## src/rtl/fp_accum_seq.sv

```systemverilog
// Sequential floating-point vector accumulator. The block drives an external
// adder one operation at a time and returns each vector's sum over a valid/ready handshake.
module fp_accum_seq #(
  parameter int CNT_W = 16
) (
  input  logic             clk,
  input  logic             reset,
  input  logic [31:0]      in_data,
  input  logic             in_valid,
  input  logic             in_last,
  output logic             in_ready,
  output logic [31:0]      add_a1,
  output logic [31:0]      add_a2,
  output logic             add_start,
  output logic             add_reset,
  input  logic [31:0]      add_result,
  input  logic             add_done,
  output logic [31:0]      sum,
  output logic             sum_valid,
  input  logic             sum_ready,
  output logic [CNT_W-1:0] count,
  output logic             busy
);

  typedef enum logic [2:0] {IDLE, WAIT_IN, START, WAIT_DONE, CLR, OUT} state_t;

  localparam logic [CNT_W-1:0] CNT_MAX = '1;

  state_t      state_reg;
  logic [31:0] acc_reg;
  logic        last_reg;
  logic        xfer;

  assign xfer = in_valid & in_ready;

  // add_a2 doubles as the latched operand b; it stays put until the next element arrives.
  always_ff @(posedge clk or negedge reset) begin
    if (!reset) begin
      state_reg <= IDLE;
      acc_reg   <= '0;
      last_reg  <= 1'b0;
      count     <= '0;
      add_a1    <= '0;
      add_a2    <= '0;
      add_start <= 1'b0;
      add_reset <= 1'b0;
      sum       <= '0;
      sum_valid <= 1'b0;
      in_ready  <= 1'b0;
      busy      <= 1'b0;
    end else begin
      add_start <= 1'b0;
      add_reset <= 1'b0;
      case (state_reg)
        IDLE: begin
          in_ready <= 1'b1;
          if (xfer) begin
            acc_reg <= in_data;
            count   <= CNT_W'(1);
            busy    <= 1'b1;
            if (in_last) begin
              state_reg <= OUT;
              sum       <= in_data;
              sum_valid <= 1'b1;
              in_ready  <= 1'b0;
            end else begin
              state_reg <= WAIT_IN;
            end
          end
        end
        WAIT_IN: begin
          if (xfer) begin
            add_a1    <= acc_reg;
            add_a2    <= in_data;
            last_reg  <= in_last;
            add_start <= 1'b1;
            in_ready  <= 1'b0;
            state_reg <= START;
            if (count != CNT_MAX) count <= count + 1'b1;
          end
        end
        START: state_reg <= WAIT_DONE;
        WAIT_DONE: begin
          // A done pulse coinciding with add_start is seen while still in START, so it is dropped.
          if (add_done) begin
            acc_reg   <= add_result;
            add_reset <= 1'b1;
            state_reg <= CLR;
          end
        end
        CLR: begin
          if (last_reg) begin
            state_reg <= OUT;
            sum       <= acc_reg;
            sum_valid <= 1'b1;
          end else begin
            state_reg <= WAIT_IN;
            in_ready  <= 1'b1;
          end
        end
        OUT: begin
          if (sum_ready) begin
            state_reg <= IDLE;
            sum_valid <= 1'b0;
            count     <= '0;
            busy      <= 1'b0;
            in_ready  <= 1'b1;
          end
        end
        default: state_reg <= IDLE;
      endcase
    end
  end

endmodule

```

## config.mk

```make
export PLATFORM = sky130hd
export DESIGN_NAME = fp_accum_seq
export DESIGN_NICKNAME = d
export VERILOG_FILES = /design/src/rtl/fp_accum_seq.sv
export SDC_FILE = /design/constraint.sdc
export NUM_CORES = 1
export LEC_CHECK = 0
export CAP_MARGIN = 20
export CORE_ASPECT_RATIO = 1.25
export CORE_UTILIZATION = 30
export CTS_BUF_LIST = sky130_fd_sc_hd__clkbuf_8
export DETAILED_ROUTE_END_ITERATION = 7
export SYNTH_ARGS = -nofsm -noshare
export SYNTH_HDL_FRONTEND = slang
export SYNTH_SLANG_ARGS = --single-unit
```

## constraint.sdc

```tcl
create_clock -name clk -period 2.56 [get_ports clk]
set_input_delay 0.768 -clock clk [delete_from_list [all_inputs] [get_ports clk]]
set_output_delay 0.768 -clock clk [all_outputs]
set_load 0.01 [all_outputs]
```

After elaboration in Yosys (flattened, before gate mapping)
Index checks and enable logic that the tools add are counted.
{"block": "word_totals", "reg_bits": 153, "latch_bits": 0, "mem_bits_rw": 0, "rom_bits": 0, "word_cells": 79, "n_memories": 0}
{"block": "op_classes", "add_sub_neg": 1, "multipliers": 0, "div": 0, "magnitude_cmp": 0, "eq_ne": 14, "shift": 0, "n_mux": 36, "bitwise": 1, "reduce_logical": 15}
{"operator": "$mux W32", "count": 5}
{"operator": "$pmux W32 S2", "count": 2}
{"operator": "$mux W16", "count": 4}
{"operator": "$pmux W16 S3", "count": 1}
{"operator": "$mux W3", "count": 6}
{"operator": "$pmux W3 S6", "count": 1}
{"operator": "$add A16 B1 Y16 const B", "count": 1}
{"operator": "$ne A16 B16 Y1 const B", "count": 1}
{"operator": "$ne A2 B2 Y1 const B", "count": 8}
{"operator": "$mux W1", "count": 14}
{"operator": "$reduce_and A4 Y1", "count": 3}
{"operator": "$reduce_and A5 Y1", "count": 2}
{"operator": "$eq A3 B2 Y1 const B", "count": 2}
{"operator": "$eq A3 B3 Y1 const B", "count": 2}
{"operator": "$reduce_and A3 Y1", "count": 2}
{"operator": "$reduce_bool A2 Y1", "count": 3}
{"operator": "$reduce_bool A3 Y1", "count": 2}
{"operator": "$pmux W1 S4", "count": 1}
{"operator": "$reduce_bool A4 Y1", "count": 1}
{"operator": "$eq A3 B1 Y1 const B", "count": 1}
{"operator": "$logic_not A3 Y1", "count": 1}
{"operator": "$pmux W1 S3", "count": 1}
{"operator": "$pmux W1 S2", "count": 1}
{"operator": "$reduce_and A2 Y1", "count": 1}
{"operator": "$and A1 B1 Y1", "count": 1}

Logic depth before layout (Yosys ltp)
{"block": "logic_depth", "ltp_word": 4, "mapped_depth": 8}

Worst setup path after synthesis
OpenSTA, ideal clock, no wires.
{"block": "synth_timing", "path_kind": "register to register", "startpoint": "reg count[0]", "endpoint": "reg count[0]", "setup_time_ns": 0.128, "arrival_ns": 1.851, "required_time_ns": 2.432, "setup_slack_ns": 0.581, "stages_incl_launch_ff": 6, "n_path_buf": 0, "synth_period_minus_slack_ns": 1.979, "path_cell_list": "dfrtp_1 -> ha_1 -> nand3_1 -> or4_4 -> o21ai_4 -> mux2_1"}
{"block": "synth_via", "elab_chain_len": 4}
{"item": "start, declared", "line_no": "21", "text": "output logic [CNT_W-1:0] count,"}
{"item": "start signal, assigned", "line_no": "79", "text": "if (count != CNT_MAX) count <= count + 1'b1;"}
{"item": "$add A16 B1 Y16", "line_no": "79"}
{"item": "$mux W16", "line_no": "79"}
{"item": "$mux W16", "line_no": "72", "text": "if (xfer) begin"}
{"item": "$pmux W16 S3", "line_no": "54", "text": "case (state_reg)"}
Parallel ways exist; a longest one is shown, timed or not. The select of a mux whose other input is x is not followed.
A chain may end at the register's enable or synchronous reset.

Worst setup path after layout
{"block": "layout_timing", "startpoint": "reg in_ready", "endpoint": "out in_ready"}
{"item": "start, declared", "line_no": "11", "text": "output logic in_ready,"}
{"item": "start signal, assigned", "line_no": "49", "text": "in_ready <= 1'b0;"}
{"item": "start signal, assigned", "line_no": "56", "text": "in_ready <= 1'b1;"}
{"item": "start signal, assigned", "line_no": "65", "text": "in_ready <= 1'b0;"}
No word-level cell between the ends.

==> run_results.csv <==
group,metric,value,unit
drt,via_per_inst,4.68,
drt,routed_wl,18600,um
global_route,grt_usage,16.7,%
clock_network,numCtsBuffers,17,
setup_path,critPathArrivalTime,1.60,ns
setup_path,r2r-start,"count[0]",
clock_network,cts_tree,"done",
setup_path,required,1.79,ns
layout,mostFrequentLayoutCells,"nand2_1, clkdlybuf4s50_1, dfrtp_1",
die,design.core.area,21700,um^2
synthesis,yosysUniqueCellTypes,41,
layout,seq_area,3830,um^2
clock_network,h-tree-depth,4,
setup_path,worst-path-buf-inv,1,
synthesis,yosysWarnings,0,
die,die_h,169,um
setup_path,cpLargestDelayFamily,"buffers and inverters",
synthesis,async_flop_share,100,%
timing,setup_viol,0,
power,p_leak,4.36,nW
drt,drc,0,
die,start_util,30.9,%
setup_path,path_class,"register to output port",
timing,rsz0062_at_grt,"no",
timing,relSlewSlack,67.9,%
timing,max_freq,422,MHz
layout,finalNetCount,968,
timing,hold_ws,0.197,ns
clock_network,post_cts.repair.setup_buffers,0,
placed_design,dpl.cell_count,1157,
timing,worst_pin_slew,0.475,ns
clock_network,ctsLongestPathBuffers,2,
synthesis,synth_top_area_share,57.2,%
setup_path,crit_chain,"clkdlybuf4s50_1",
timing,setup-tns-final,0,ns
global_route,grt_max_degree,52,
layout,final-instance-count-excl-fill,1189,
placed_design,gp_congestion,0.800,
clock_network,cts_root_buf,"clkbuf_8",
timing,hold_viol,0,
placed_design,io_buffers,186,
clock_network,cts_sinks,153,
setup_path,path_max_fanout,9,
die,io_pins,187,
die,die_w,136,um
layout,fill_cells,2147,
synthesis,synth_area,6700,um^2
synthesis,yosys_register_bits,153,
timing,clock_skew,0.0126,ns
hold_path,min_path_type,"input port to async pin",
die,rows,60,
job,cap_violations,0,
synthesis,ys.flop_type,"dfrtp_1",
power,vdd_drop_max,0.496,mV
die,dieArea,22900,um^2
synthesis,synth-edff-count,0,
synthesis,synth_cells,710,
layout,postLayoutCellArea,9510,um^2
setup_path,end_kind,"output port",
global_route,grt_pass1_wl,29600,um
placed_design,dpl_cell_area,9040,um^2
clock_network,clk_pin_slew,0.09,ns
drt,dr.pass1.iters,4,
drt,dr_total_vias,5561,
placed_design,dp_hpwl,12800,um
setup_path,critPathLaunchType,"register",
drt,ant_nets,0,
global_route,globalRouteOverflowTotal,0,
layout,multiInputGateArea,2690,um^2
global_route,antenna_found_initial,0,
synthesis,ys_seq_area_share,57.2,%
setup_path,cpPeakStageDelay,0.61,ns
clock_network,cts_hold_buf,0,
synthesis,synth_area_leaders,"dfrtp_1, nand2_1, mux2i_1, a21oi_1, nor2_1",
global_route,grt_pass1_vias,5349,
synthesis,synth_top_area_cell,"dfrtp_1",
layout,layout-drive-gt1-share,7.58,%
timing,finalCritPeriodShare,92.7,%
setup_path,cp-startpoint,"in_ready",
outcome,status,"completed",
synthesis,syn-num-nets,781,
layout,diodes,0,
clock_network,post_cts_resized,0,
clock_network,clk_latency,0.44,ns
layout,area_delta_synth_final,41.9,%
drt,drtIter0Drc,227,
power,power_density,1180,nW/um^2
setup_path,slowest_stage,"clkdlybuf4s50_1",
timing,min_period,2.37,ns
synthesis,synth.avg_cell_area,9.44,um^2
timing,drv_slew,0,
layout,mostFrequentLayoutCell,"nand2_1",
drt,detail_route.wl_per_cell,15.7,um
==> through the flow <==
step | power [mW] | utilization [%] | setup WS, ns
floorplan | 6.53 | - | 0.581
global placement | 9.08 | 41.7 | 0.144
detailed placement | 9.16 | 41.7 | 0.0920
CTS | 11.4 | 43.8 | 0.135
global route | 12.0 | 43.8 | 0.0908
finish | 11.2 | 43.8 | 0.188
==> cell usage after synthesis (2+ instances only) <==
library cell	instances
and3_1	4
nor3_1	8
dfrtp_1	153
a21o_1	3
o21ai_0	8
buf_2	9
nand4_1	6
buf_1	7
a21oi_1	70
o21ai_1	15
nand3_1	7
inv_1	4
nor2_1	81
nand3b_1	3
mux2i_1	66
clkbuf_1	26
nand2_1	207
and2_1	2
a31oi_1	7
nand2b_1	3
==> cell type report <==
cell class	count	area share (%)
Clock inverter	14	2.32
Multi-Input combinational cell	509	28.3
Sequential cell	153	40.3
Clock buffer	18	2.61
Tap cell	279	3.67
Inverter	5	0.197
Timing Repair Buffer	211	22.6
==> routing by layer <==
metal | routed length (um) | track usage, %
met2 | 9250 | 28.1
met5 | 0 | 0
met1 | 8330 | 21.3
met4 | 236 | 5.03
met3 | 789 | 3.71
==> path summary, 6_finish.rpt <==
check / to / slack [ns] / cells after the start
worst min register to register: add_a2[9] / 0.48 / 2
worst max-delay path: in_ready / 0.19 / 1
max in group asynchronous: acc_reg[17] / 1.67 / 2
min in group clk: add_a2[9] / 0.48 / 2
worst max register to register: count[0] / 0.37 / 5
worst min-delay path: sum[5] / 0.20 / 1
==> report_power, final <==
group          internal (mW)  leakage (nW)  total, mW  switching [mW]
sequential              3.49          1.84       4.19           0.709
combinational           2.46          2.29       4.85            2.39
clock                   1.20         0.233       2.17           0.974
==> cells by family (layout without fill, tap and decap cells) <==
logic type	Yosys count	count (layout)	share of synthesized area, %
flops	153	153	57.2
fa+ha+maj	1	1	0.187
buf+inv	48	248	2.97
xor+xnor	1	1	0.131
mux	67	67	10.0
compound gates	112	112	9.17
simple gates	328	328	20.4
Note: power is estimated with default switching activity, not from simulation.
